<file path="src/rtl/adder_ctrl_pkg.sv">
// Shared definitions for the nibble-serial adder controller: FSM encoding and nibble width.
package adder_ctrl_pkg;

  localparam int unsigned NIBBLE_W = 4;

  typedef enum logic [1:0] {
    IDLE = 2'd0,
    RUN  = 2'd1,
    DONE = 2'd2
  } state_t;

  // Width of a counter that indexes n items; never narrower than one bit.
  function automatic int unsigned idx_width(input int unsigned n);
    return (n > 1) ? $clog2(n) : 1;
  endfunction

endpackage

</file>
<file path="src/rtl/ripple_carry_adder.sv">
// 4-bit ripple-carry adder with per-bit ports.
module ripple_carry_adder (
  input  logic a0,
  input  logic a1,
  input  logic a2,
  input  logic a3,
  input  logic b0,
  input  logic b1,
  input  logic b2,
  input  logic b3,
  input  logic cin,
  output logic s0,
  output logic s1,
  output logic s2,
  output logic s3,
  output logic cout
);

  logic c1, c2, c3;

  always_comb begin
    s0   = a0 ^ b0 ^ cin;
    c1   = (a0 & b0) | (a0 & cin) | (b0 & cin);
    s1   = a1 ^ b1 ^ c1;
    c2   = (a1 & b1) | (a1 & c1) | (b1 & c1);
    s2   = a2 ^ b2 ^ c2;
    c3   = (a2 & b2) | (a2 & c2) | (b2 & c2);
    s3   = a3 ^ b3 ^ c3;
    cout = (a3 & b3) | (a3 & c3) | (b3 & c3);
  end

endmodule

</file>
<file path="src/rtl/nibble_serial_add_ctrl.sv">
// Serial W-bit adder: one nibble per clock through a single 4-bit ripple adder.
module nibble_serial_add_ctrl
  import adder_ctrl_pkg::*;
#(
  parameter int unsigned NIBBLES = 4
) (
  input  logic                          clk,
  input  logic                          rst_n,
  input  logic                          start,
  input  logic [NIBBLE_W*NIBBLES-1:0]   a,
  input  logic [NIBBLE_W*NIBBLES-1:0]   b,
  input  logic                          cin,
  output logic                          busy,
  output logic                          done,
  output logic [NIBBLE_W*NIBBLES-1:0]   sum,
  output logic                          cout
);

  localparam int unsigned W  = NIBBLE_W * NIBBLES;
  localparam int unsigned IW = idx_width(NIBBLES);
  localparam logic [IW-1:0] LAST_IDX = IW'(NIBBLES - 1);

  state_t state, state_next;

  logic [W-1:0]        a_reg, b_reg, acc, acc_next;
  logic [IW-1:0]       idx;
  logic                carry;
  logic [NIBBLE_W-1:0] a_nib, b_nib, add_sum;
  logic                add_cout;

  always_ff @(posedge clk) begin
    if (!rst_n) state <= IDLE;
    else        state <= state_next;
  end

  always_comb begin
    state_next = state;
    case (state)
      IDLE:    if (start) state_next = RUN;
      RUN:     if (idx == LAST_IDX) state_next = DONE;
      DONE:    state_next = IDLE;
      default: state_next = IDLE;
    endcase
  end

  always_comb begin
    busy = (state != IDLE);
    done = (state == DONE);
  end

  // Operand nibble mux and accumulator merge share one decode of idx.
  always_comb begin
    a_nib    = '0;
    b_nib    = '0;
    acc_next = acc;
    for (int unsigned i = 0; i < NIBBLES; i++) begin
      if (idx == IW'(i)) begin
        a_nib = a_reg[i*NIBBLE_W +: NIBBLE_W];
        b_nib = b_reg[i*NIBBLE_W +: NIBBLE_W];
        acc_next[i*NIBBLE_W +: NIBBLE_W] = add_sum;
      end
    end
  end

  ripple_carry_adder u_rca (
    .a0   (a_nib[0]),
    .a1   (a_nib[1]),
    .a2   (a_nib[2]),
    .a3   (a_nib[3]),
    .b0   (b_nib[0]),
    .b1   (b_nib[1]),
    .b2   (b_nib[2]),
    .b3   (b_nib[3]),
    .cin  (carry),
    .s0   (add_sum[0]),
    .s1   (add_sum[1]),
    .s2   (add_sum[2]),
    .s3   (add_sum[3]),
    .cout (add_cout)
  );

  always_ff @(posedge clk) begin
    if (!rst_n) begin
      a_reg <= '0;
      b_reg <= '0;
      acc   <= '0;
      idx   <= '0;
      carry <= 1'b0;
      sum   <= '0;
      cout  <= 1'b0;
    end else begin
      case (state)
        IDLE: begin
          if (start) begin
            a_reg <= a;
            b_reg <= b;
            carry <= cin;
            idx   <= '0;
          end
        end
        RUN: begin
          acc   <= acc_next;
          carry <= add_cout;
          // Final nibble: publish the merged accumulator so sum never shows partials.
          if (idx == LAST_IDX) begin
            sum  <= acc_next;
            cout <= add_cout;
          end else begin
            idx <= idx + 1'b1;
          end
        end
        default: ;
      endcase
    end
  end

endmodule
</file>
<file path="config.mk">
export PLATFORM = sky130hd
export DESIGN_NAME = nibble_serial_add_ctrl
export DESIGN_NICKNAME = d
export VERILOG_FILES = /design/src/rtl/adder_ctrl_pkg.sv /design/src/rtl/ripple_carry_adder.sv /design/src/rtl/nibble_serial_add_ctrl.sv
export SDC_FILE = /design/constraint.sdc
export NUM_CORES = 1
export LEC_CHECK = 0
export BUFFER_PORTS_ARGS = -buffer_cell sky130_fd_sc_hd__clkbuf_2
export CORE_ASPECT_RATIO = 2
export CORE_MARGIN = 4
export CORE_UTILIZATION = 55
export CTS_CLUSTER_DIAMETER = 60
export DETAILED_ROUTE_END_ITERATION = 10
export GPL_TIMING_DRIVEN = 0
export PLACE_DENSITY = 0.79
export SLEW_MARGIN = 30
export SYNTH_ARGS = -nofsm -noshare
export SYNTH_HDL_FRONTEND = slang
export SYNTH_HIERARCHICAL = 1
export SYNTH_SLANG_ARGS = --single-unit
export TNS_END_PERCENT = 5
</file>
<file path="constraint.sdc">
create_clock -name clk -period 4.75 [get_ports clk]
set_input_delay 0.475 -clock clk [delete_from_list [all_inputs] [get_ports clk]]
set_output_delay 0.475 -clock clk [all_outputs]
set_load 0.02 [all_outputs]
</file>
==> results <==
- The run finished with clean final reports.
- The final hold violation count is 0.
- Post-CTS timing repair inserted 0 buffers for setup.
- Dividing the final minimum period by the clock period gives 0.8037.
- The routed design has 7181 µm of wire.
- The initial utilization of the core area, before any placement, comes to 0.5633.
- Setup repair after global routing left no endpoint under its margin.
- The cell count of the worst reg-to-reg path is 17.
- A synthesized cell averages ~8.7 µm².
- The total overflow left after global routing is 0.
- CTS built an H-tree with a depth of 3.
- The via density per instance is 5.413.
- The number of nets in the layout is 458.
- At the placement stage, the worst setup path has a slack of about 970 ps.
- No sink is reached through more buffers than the 2 on the longest clock path.
- The proportion of layout cells with a drive suffix above 1 is 0.2267.
- The first global-routing pass estimated 11750 µm of wire.
- The quantity of I/O buffers inserted on ports is between 50 and 60.
- The maximum fanout along the worst path is 10.
- By startpoint and endpoint, the worst setup path is classified as reg -> reg.
- The worst-skew pair later-pin latency is approximately 350 ps.
- The max-cap check violation count is 0.
- The design draws around 0.0013 W.
- The row count is 38.
- In this run the worst hold path is classified as in -> reg.
- The worst-margin pin slew is roughly 480 ps.
- Entering global routing, the biggest net connects 11 pins.
- The number of distinct standard cells referenced by the synthesized netlist is 33.
- The total global-route track usage is 0.2333.
- Walking the worst path, the cells encountered are inv_1 > ha_1 > clkbuf_1 > clkbuf_1 > a21oi_1 > a22o_1 > inv_1 > fa_1 > inv_1 > fa_1 > fa_1 > inv_1 > fa_1 > inv_1 > buf_2 > mux2i_1 > o2bb2ai_1.
- The clock net in this run drives a total of 66 sinks.
- The leakage power is around 1.5 nW.
- The I/O pin total is 55.
- At the worst endpoint, the required time is 5040 ps.
- For the final database, setup skew stands at 4.656 ps.
- The pre-antenna-repair detailed-routing pass consisted of 4 iterations.
- The synthesized flop and latch total is 66.
- The die width is ~60 µm.
- The power per cell area is approximately 350 nW/µm².
- The average wire per cell in the routed design is approximately 15 µm.
- Derived from the worst setup path, the maximum achievable clock frequency is ~260 MHz.
- The portion of the post-synthesis area used by sequential elements is 0.4365.
- The number of clock buffers added by TritonCTS is 9.
- STA classifies the critical path endpoint as a register.
- After the first detailed-routing iteration, the DRC count stood at between 60 and 70.
- STA classifies the critical path startpoint as a register.
- The congestion estimate from routability-driven global placement came to 0.8135.
- The number of diodes is 0.
- The final setup violation count is 0.
- The setup TNS is 0 ps.
- The via count of the first global-routing pass is 2672.
- The warning count from the yosys run is 6.
- The library cells used most frequently in the layout, excluding fill and tap cells, are sky130_fd_sc_hd__nand2_1, sky130_fd_sc_hd__dfxtp_1, sky130_fd_sc_hd__clkbuf_2.
- For the finished layout, the period the worst path requires is around 3800 ps.
- TritonCTS built the clock tree.
- In the routed design, unresolved DRC markers number 0.
- The maximum single-stage delay on the critical path is 450 ps.
- The core region is 5373 µm².
- The initial antenna violation count came to 0.
- The floorplan die area is slightly below 7000 µm².
- The hold path depth is 3.
- The final antenna-violating net count is 0.
- The maximum vdd drop is 0.3252 mV.
- The cell occurring most often along the worst timing path is sky130_fd_sc_hd__inv_1.
- The vertical extent of the die is ~110 µm.
- The slowest cell on the critical path is sky130_fd_sc_hd__fa_1.
- The post-synthesis to final-layout area growth is 18.07%.
- The number of nets in the synthesized netlist is about 390.
- The worst slew margin relative to its limit is 0.6760.
- The clock-pin slew on the worst setup and hold paths is ~70 ps.
- The final number of max-transition violations was 0.
- For the worst setup path, the data arrival time is between 4000 and 5000 ps.
- The cell at the root of the clock tree is sky130_fd_sc_hd__clkbuf_8.
- Gates resized during post-CTS repair numbered 0.
- The summed instance area of the synthesized netlist is 3027 µm².
- Counting every instance in the synthesized netlist gives between 300 and 400.
- The number of buffers inserted for hold repair after clock tree synthesis is 0.
- In this run the register-to-register setup slack is ~930 ps.
- Setup slack closes at slightly above 900 ps.
- The final route contains ~2.6k vias.
- The most common cell after layout, fill and taps aside is sky130_fd_sc_hd__nand2_1.
- The wire-length estimate of the detail-placed layout is 5329 µm.
[cell usage after synthesis (all sizes together)]
master / number / share of area
and2: 1 / 0.0021
nand3b: 3 / 0.0074
clkbuf: 12 / 0.016
a21oi: 16 / 0.026
or2: 1 / 0.0021
a21boi: 45 / 0.11
dfxtp: 66 / 0.44
nor3b: 1 / 0.0041
or3b: 2 / 0.0058
a22o: 13 / 0.038
or3: 1 / 0.0021
nand2: 89 / 0.11
nor2b: 1 / 0.0021
buf: 19 / 0.042
inv: 21 / 0.026
ha: 4 / 0.017
nand2b: 1 / 0.0021
and2b: 1 / 0.0033
mux2i: 12 / 0.040
fa: 4 / 0.026
o21ai: 8 / 0.013
o22ai: 2 / 0.0041
o2111a: 1 / 0.0037
o2bb2ai: 12 / 0.035
nand3: 13 / 0.023
[worst max-delay path, delay by kind of cell, from the launching register on]
kind	cells	cell delay [ps]
adders and majority gates	5	1580
buffers and inverters	8	1250
muxes	1	100
AOI/OAI and AO/OA	3	470
DFF	1	340
[cell families after synthesis]
| logic type | synth area share |
|---|---|
| and+or+nand+nor | 0.1645 |
| AOI/OAI and AO/OA | 0.2327 |
| DFF | 0.4365 |
| buffers and inverters | 0.08350 |
| adders and majority gates | 0.04299 |
| muxes | 0.03969 |
[metal layers]
| layer | up-vias | global-route usage | wire (µm) |
|---|---|---|---|
| met5 | - | 0 | 0 |
| met4 | 0 | 0.1910 | 398 |
| met3 | 24 | 0.04452 | 240 |
| met2 | 58 | 0.3988 | 3944 |
| met1 | 1214 | 0.2285 | 2597 |
| li1 | 1297 | - | - |
[through the flow]
step	instance area, µm²	std cells	util	hold WS [ps]
6_report	3573	479	0.6651	333.9
5_1_grt	3573	479	0.6651	341.6
4_1_cts	3573	479	0.6651	330.8
3_5_place_dp	3372	463	0.6276	445.6
3_3_place_gp	3372	463	0.6276	439.1
2_1_floorplan	3027	349	-	434.4
[where the power goes]
part           internal (W)  total, W  switching [W]
sequential         0.000576  0.000589      0.0000130
clock              0.000260  0.000467       0.000207
combinational     0.0000787  0.000194       0.000116
total              0.000915   0.00125       0.000335
[final timing paths]
check | startpoint | end
max reg2reg | idx[0] | sum[7]
min reg2reg | acc[7] | acc[7]
max | idx[0] | sum[7]
min | b[6] | b_reg[6]
[layout make-up]
cell class | instances | area [µm²]
Sequential cell | 66 | 1321
Timing Repair Buffer | 54 | 270.3
Clock inverter | 1 | 5.005
Multi-Input combinational cell | 231 | 1453
Clock buffer | 15 | 196.4
Tap cell | 60 | 75.07
Inverter | 21 | 78.83
Buffer | 31 | 173.9
Fill cell | 484 | 1799
Note: power is estimated with default switching activity, not from simulation.
